$ cat config.mk
export PLATFORM = sky130hd
export DESIGN_NAME = fp_multiplier_32bit
export DESIGN_NICKNAME = d
export VERILOG_FILES = /design/src/rtl/fp32_pkg.sv /design/src/rtl/fp32_unpack.sv /design/src/rtl/fp_multiplier_32bit.sv
export SDC_FILE = /design/constraint.sdc
export NUM_CORES = 2
export LEC_CHECK = 0
export CAP_MARGIN = 20
export CORE_ASPECT_RATIO = 0.75
export CORE_UTILIZATION = 58
export DETAILED_ROUTE_END_ITERATION = 10
export GPL_TIMING_DRIVEN = 0
export PLACE_DENSITY = 0.83
export SYNTH_ARGS = -nofsm -noshare
export SYNTH_HDL_FRONTEND = slang
export SYNTH_SLANG_ARGS = --single-unit
$ cat constraint.sdc
create_clock -name clk -period 8 [get_ports clk]
set_clock_uncertainty 0.1 [all_clocks]
set_input_delay 1.2 -clock clk [delete_from_list [all_inputs] [get_ports clk]]
set_output_delay 1.2 -clock clk [all_outputs]
set_load 0.1 [all_outputs]
$ cat src/rtl/fp32_pkg.sv
// rtl/fp32_pkg.sv - shared IEEE-754 single-precision field widths, constants and operand class
package fp32_pkg;

   localparam int EXP_W   = 8;
   localparam int FRAC_W  = 23;
   localparam int MANT_W  = FRAC_W + 1;
   localparam int BIAS    = 127;
   localparam int EXP_MAX = 255;

   localparam logic [31:0] QNAN_BITS = 32'h7FC0_0000;
   localparam logic [31:0] INF_BITS  = 32'h7F80_0000;

   typedef enum logic [1:0] {
      ZERO   = 2'd0,
      NORMAL = 2'd1,
      INF    = 2'd2,
      NAN    = 2'd3
   } fp_class_e;

endpackage

$ cat src/rtl/fp32_unpack.sv
// rtl/fp32_unpack.sv - combinational field split and classification of one fp32 operand
module fp32_unpack
   import fp32_pkg::*;
(
   input  logic [31:0]       op,
   output logic              sign,
   output logic [EXP_W-1:0]  exp,
   output logic [MANT_W-1:0] mant,
   output fp_class_e         cls
);

   localparam logic [EXP_W-1:0] EXP_ALL1 = EXP_W'(EXP_MAX);

   logic [FRAC_W-1:0] frac;

   always_comb begin
      sign = op[31];
      exp  = op[30:23];
      frac = op[22:0];
      mant = '0;
      cls  = NORMAL;
      if (exp == EXP_ALL1) begin
         cls = (frac != '0) ? NAN : INF;
      end else if (exp == '0) begin
         // subnormals are flushed: treated exactly like a signed zero
         cls = ZERO;
      end else begin
         mant = {1'b1, frac};
      end
   end

endmodule

$ cat src/rtl/fp_multiplier_32bit.sv
// rtl/fp_multiplier_32bit.sv - 3-stage pipelined fp32 multiplier; FP_MUL_RNE_EN selects round-nearest-even
module fp_multiplier_32bit
   import fp32_pkg::*;
#(
   parameter logic [31:0] QNAN_VAL = QNAN_BITS
) (
   input  logic        clk,
   input  logic        rst,
   input  logic [31:0] i_a,
   input  logic [31:0] i_b,
   input  logic        i_vld,
   output logic [31:0] o_res,
   output logic        o_res_vld,
   output logic        overflow,
   output logic        underflow
);

   localparam logic signed [9:0] EXP_TOP = 10'(EXP_MAX);

   logic        in_vld;
   logic [31:0] in_a, in_b;

   always_ff @(posedge clk or posedge rst) begin
      if (rst) begin
         in_vld <= 1'b0;
         in_a   <= '0;
         in_b   <= '0;
      end else begin
         in_vld <= i_vld;
         if (i_vld) begin
            in_a <= i_a;
            in_b <= i_b;
         end
      end
   end

   logic              sa, sb;
   logic [EXP_W-1:0]  ea, eb;
   logic [MANT_W-1:0] ma, mb;
   fp_class_e         ca, cb;

   fp32_unpack u_unpack_a (.op(in_a), .sign(sa), .exp(ea), .mant(ma), .cls(ca));
   fp32_unpack u_unpack_b (.op(in_b), .sign(sb), .exp(eb), .mant(mb), .cls(cb));

   fp_class_e         s1_cls_n;
   logic signed [9:0] s1_exp_n;
   logic [47:0]       s1_prod_n;

   always_comb begin
      s1_cls_n = NORMAL;
      if (ca == NAN || cb == NAN) s1_cls_n = NAN;
      else if ((ca == INF && cb == ZERO) || (ca == ZERO && cb == INF)) s1_cls_n = NAN;
      else if (ca == INF || cb == INF) s1_cls_n = INF;
      else if (ca == ZERO || cb == ZERO) s1_cls_n = ZERO;
   end

   assign s1_exp_n  = 10'({2'b00, ea}) + 10'({2'b00, eb}) - 10'(BIAS);
   assign s1_prod_n = 48'(ma) * 48'(mb);

   logic              s1_vld, s1_sign;
   fp_class_e         s1_cls;
   logic signed [9:0] s1_exp;
   logic [47:0]       s1_prod;

   always_ff @(posedge clk or posedge rst) begin
      if (rst) begin
         s1_vld  <= 1'b0;
         s1_sign <= 1'b0;
         s1_cls  <= ZERO;
         s1_exp  <= '0;
         s1_prod <= '0;
      end else begin
         s1_vld <= in_vld;
         if (in_vld) begin
            s1_sign <= sa ^ sb;
            s1_cls  <= s1_cls_n;
            s1_exp  <= s1_exp_n;
            s1_prod <= s1_prod_n;
         end
      end
   end

   // product of two 1.x mantissas lies in [1,4): at most one right shift
   logic [MANT_W-1:0] s2_mant_n;
   logic              s2_g_n, s2_r_n, s2_s_n;
   logic signed [9:0] s2_exp_n;

   always_comb begin
      if (s1_prod[47]) begin
         s2_mant_n = s1_prod[47:24];
         s2_g_n    = s1_prod[23];
         s2_r_n    = s1_prod[22];
         s2_s_n    = |s1_prod[21:0];
         s2_exp_n  = s1_exp + 10'sd1;
      end else begin
         s2_mant_n = s1_prod[46:23];
         s2_g_n    = s1_prod[22];
         s2_r_n    = s1_prod[21];
         s2_s_n    = |s1_prod[20:0];
         s2_exp_n  = s1_exp;
      end
   end

   logic              s2_vld, s2_sign, s2_g, s2_r, s2_s;
   fp_class_e         s2_cls;
   logic signed [9:0] s2_exp;
   logic [MANT_W-1:0] s2_mant;

   always_ff @(posedge clk or posedge rst) begin
      if (rst) begin
         s2_vld  <= 1'b0;
         s2_sign <= 1'b0;
         s2_cls  <= ZERO;
         s2_exp  <= '0;
         s2_mant <= '0;
         s2_g    <= 1'b0;
         s2_r    <= 1'b0;
         s2_s    <= 1'b0;
      end else begin
         s2_vld <= s1_vld;
         if (s1_vld) begin
            s2_sign <= s1_sign;
            s2_cls  <= s1_cls;
            s2_exp  <= s2_exp_n;
            s2_mant <= s2_mant_n;
            s2_g    <= s2_g_n;
            s2_r    <= s2_r_n;
            s2_s    <= s2_s_n;
         end
      end
   end

   logic rnd_inc;
`ifdef FP_MUL_RNE_EN
   assign rnd_inc = s2_g & (s2_r | s2_s | s2_mant[0]);
`else
   logic unused_grs;
   assign rnd_inc    = 1'b0;
   assign unused_grs = s2_g ^ s2_r ^ s2_s;
`endif

   logic [MANT_W:0]   mant_rnd;
   logic signed [9:0] exp_rnd;
   logic [FRAC_W-1:0] frac_rnd;

   assign mant_rnd = {1'b0, s2_mant} + {{MANT_W{1'b0}}, rnd_inc};
   assign exp_rnd  = s2_exp + (mant_rnd[MANT_W] ? 10'sd1 : 10'sd0);
   assign frac_rnd = mant_rnd[MANT_W] ? mant_rnd[MANT_W-1:1] : mant_rnd[FRAC_W-1:0];

   logic [31:0] res_n;
   logic        ovf_n, unf_n;

   always_comb begin
      res_n = '0;
      ovf_n = 1'b0;
      unf_n = 1'b0;
      case (s2_cls)
         NAN:  res_n = QNAN_VAL;
         INF:  res_n = {s2_sign, INF_BITS[30:0]};
         ZERO: res_n = {s2_sign, 31'd0};
         default: begin
            if (exp_rnd >= EXP_TOP) begin
               res_n = {s2_sign, INF_BITS[30:0]};
               ovf_n = 1'b1;
            end else if (exp_rnd <= 10'sd0) begin
               res_n = {s2_sign, 31'd0};
               unf_n = 1'b1;
            end else begin
               res_n = {s2_sign, exp_rnd[7:0], frac_rnd};
            end
         end
      endcase
   end

   always_ff @(posedge clk or posedge rst) begin
      if (rst) begin
         o_res_vld <= 1'b0;
         o_res     <= '0;
         overflow  <= 1'b0;
         underflow <= 1'b0;
      end else begin
         o_res_vld <= s2_vld;
         if (s2_vld) begin
            o_res     <= res_n;
            overflow  <= ovf_n;
            underflow <= unf_n;
         end
      end
   end

endmodule
==> flow_metrics.py <==
metrics = {
    "status": {
        "outcome": "finished with violations",
        "violations": "design-rule violations, negative setup slack",
    },
    "sta": {
        "timing.final.ws_setup_ps": -672,
        "period_needed_ps": 8670,
        "period_share_pct": 108,
        "rsz0062_at_grt": "true",
        "fmax_ghz": 0.115,
        "relSlewSlack_pct": 16.9,
        "hold_viol": 0,
        "worstMarginPinSlew_ps": 1250,
        "hold_ws_ps": 276,
        "slew_viol_final": 0,
        "setup_viol": 23,
    },
    "drt": {
        "routed_wl_um": 97400,
        "drt_iter0_markers": 2520,
        "vias": 22100,
        "wl_per_cell_um": 27.1,
        "viasPerCell": 6.14,
        "postRouteAntennaNets": 0,
        "first_pass_iters": 9,
        "drc": 12,
    },
    "worst_setup_path": {
        "crit_family": "adder cells",
        "ff2ff_setup_slack_ps": -670,
        "r2r_end": "s1_prod[47]$_DFFE_PP0P_",
        "endpoint_kind": "flop",
        "cpMaxStageDelayCell": "fa_1",
        "crit_top_cell": "fa_1",
        "critPathRequiredTime_ps": 8170,
        "crit_arrival_ps": 8840,
        "r2r_cells": 29,
        "critPathMaxStageDelay_ps": 690,
        "crit_buf_inv": 9,
        "start_kind": "flop",
        "path_class": "reg -> reg",
        "worstPathMaxFanout": 10,
        "r2r_start": "in_b[24]$_DFFE_PP0P_",
    },
    "synth": {
        "synth_fp_nets": 3539,
        "synth-xor-area-share_pct": 1.07,
        "muxShareOfSynthArea_pct": 4.48,
        "post_synth_num_cell_types": 59,
        "yosys_most_used_dff": "dfrtp_1",
        "synthSimpleGateAreaFrac_pct": 15.0,
        "synth_compound_area_share_pct": 5.47,
        "synth.top_cell.area_share_pct": 36.9,
        "syn_inst": 2804,
        "synth_enable_flop_cells": 0,
        "synth_area_sq_um": 26200,
        "synth_warnings": 0,
        "synth-seq-cells": 176,
        "avgSynthCellArea_sq_um": 9.34,
        "async_flop_share_pct": 100,
        "synth_area_leader_cell": "fa_1",
        "synth.area.top_cells": "fa_1 37%, dfrtp_1 17%, ha_1 8.9%",
        "synth_top_family_by_area": "adder cells",
        "ys_seq_area_share_pct": 16.8,
        "synthAdderAreaFrac_pct": 45.7,
    },
    "clock_network": {
        "cts.sinks": 176,
        "clk_latency_ps": 460,
        "cts_tree": "yes",
        "root_buffer": "clkbuf_16",
        "numCtsBuffers": 17,
        "htreeDepth": 4,
        "cts_buffer_depth": 2,
        "clkTransAtPathRegs_ps": 80,
    },
    "floorplanning": {
        "die_y_um": 186,
        "start_util_pct": 58.7,
        "io_pins": 102,
        "core_sq_um": 44600,
        "row_count": 67,
        "dieArea_sq_um": 46000,
        "die_x_um": 247,
    },
    "hold_path": {
        "hold_path.class": "reg -> reg",
        "hp-start": "s1_vld$_DFF_PP0_",
        "hold_end": "s2_vld$_DFF_PP0_",
        "min_path_cells": 0,
    },
    "place": {
        "hpwlAfterDp_um": 74700,
        "place_worst_setup_slack_ps": -2560,
        "place_area_sq_um": 28000,
        "place_congestion": 1.05,
        "numPortBuffers": 101,
    },
    "final_layout": {
        "final_util_pct": 68.6,
        "multi_input_area_sq_um": 19500,
        "syn2layout_area_growth_pct": 16.8,
        "drive_above_1_share_pct": 12.9,
        "fillers": 3375,
        "finish.instance_area_sq_um": 30600,
        "nets": 3734,
        "final-seq-area_sq_um": 4410,
    },
    "global_route": {
        "grt_max_degree": 94,
        "grt_pass1_wl_um": 143000,
        "gr-total-overflow": 0,
        "antenna_found_initial": 11,
        "grtUsageTotal_pct": 43.4,
        "grt_pass1_vias": 22700,
    },
    "run": {
        "maxCapViolCount": 0,
    },
}
[Yosys cell counts, drive strengths merged, types with 3 or more instances]
cell     count
a21oi       82
dfrtp      176
a21o        21
a211o        3
nand4       24
o21bai       9
nand2      346
and4         3
o2111ai      3
o311ai       3
nor3         9
a21boi       3
nor2        74
o21a         6
clkbuf     162
buf         12
nor2b        5
and2        37
o211ai       5
mux2i       25
a31oi       12
ha         186
nand3       19
nor4        12
or4          6
o22ai        4
fa         482
o21ai       53
xnor2       20
inv        618
and3       260
mux2        82
o31ai        4
xor2        12
a211oi       4
[layout by cell type (no fill, tap or decap), types with 31 or more instances in the layout]
cell / instances
inv_1: 606
fa_1: 471
nand2_1: 343
and3_1: 250
dfrtp_1: 174
ha_1: 171
clkdlybuf4s50_1: 101
clkbuf_1: 100
mux2_2: 79
nor2_1: 69
buf_4: 68
a21oi_1: 66
o21ai_0: 44
clkbuf_16: 31
[state kept, by name (all words and copies together), names as in the netlist]
signal,count
in_vld,1
in_a,32
s2_exp,10
s1_exp,10
o_res_vld,1
overflow,1
s1_vld,1
s2_vld,1
in_b,32
s2_mant,23
underflow,1
s1_prod,25
s2_cls,2
o_res,32
s1_cls,2
s2_sign,1
s1_sign,1
[routing by layer]
metal / wire [um] / track usage [%] / share of wire [%] / vias up
met5: 53 / 0 / 0.054 / -
met4: 4690 / 18.9 / 4.8 / 8
met3: 14100 / 16.7 / 14 / 280
met2: 40200 / 59.6 / 41 / 1545
met1: 38400 / 60.7 / 39 / 11200
li1: - / - / - / 9056
[cell families after synthesis]
family	count (synthesis)
adders and majority gates	668
buffers and inverters	793
and+or+nand+nor	800
DFF	176
AOI/OAI and AO/OA	228
muxes	107
xor gates and xnor gates	32
[area by class of cell]
class / instances / area share [%]
clock buffer: 17 / 1.39
inverter: 619 / 7.65
clock inverter: 15 / 0.560
timing repair buffer: 188 / 6.03
sequential: 176 / 14.4
tap: 586 / 2.40
buffer: 162 / 3.71
antenna: 3 / 0.0245
multi-input combinational: 1835 / 63.8
[worst reg2reg max path: cells and delay by family, from the launching register on]
kind                       cells  cell delay (ps)
AOI/OAI and AO/OA              5             1510
buffers and inverters          9              950
DFF                            1              450
and+or+nand+nor                7             1530
adders and majority gates      8             3940
[how the worst max path moves through the flow]
| stage | depth (start not counted) | slack, ps | endpoint | start |
|---|---|---|---|---|
| after floorplan | 32 | 10 | s1_prod[32]$_DFFE_PP0P_ | in_b[29]$_DFFE_PP0P_ |
| after global placement | 31 | -2460 | s1_prod[47]$_DFFE_PP0P_ | in_b[29]$_DFFE_PP0P_ |
| after detailed placement | 31 | -2560 | s1_prod[47]$_DFFE_PP0P_ | in_a[27]$_DFFE_PP0P_ |
| after CTS | 32 | -400 | s1_prod[32]$_DFFE_PP0P_ | in_a[24]$_DFFE_PP0P_ |
| after global routing | 31 | -740 | s1_prod[32]$_DFFE_PP0P_ | in_b[25]$_DFFE_PP0P_ |
| final | 29 | -670 | s1_prod[47]$_DFFE_PP0P_ | in_b[24]$_DFFE_PP0P_ |
[per-stage QoR]
stage | setup TNS [ps] | std cells
6_report | -8420 | 3601
5_1_grt | -11270 | 3598
4_1_cts | -2850 | 3569
3_5_place_dp | -52770 | 3492
3_3_place_gp | -63880 | 3491
2_1_floorplan | 0 | 2804
[timing repair]
item | in CTS | in global routing
buffers inserted | 55 | 28
pin swaps | 49 | 57
setup endpoints to repair | 25 | 25
hold buffers | 0 | 0
resized for setup | 261 | 88
gates cloned | 2 | 2
Power is not shown: default switching activity piles up to over one toggle a cycle in this logic, so the estimate is an artifact.
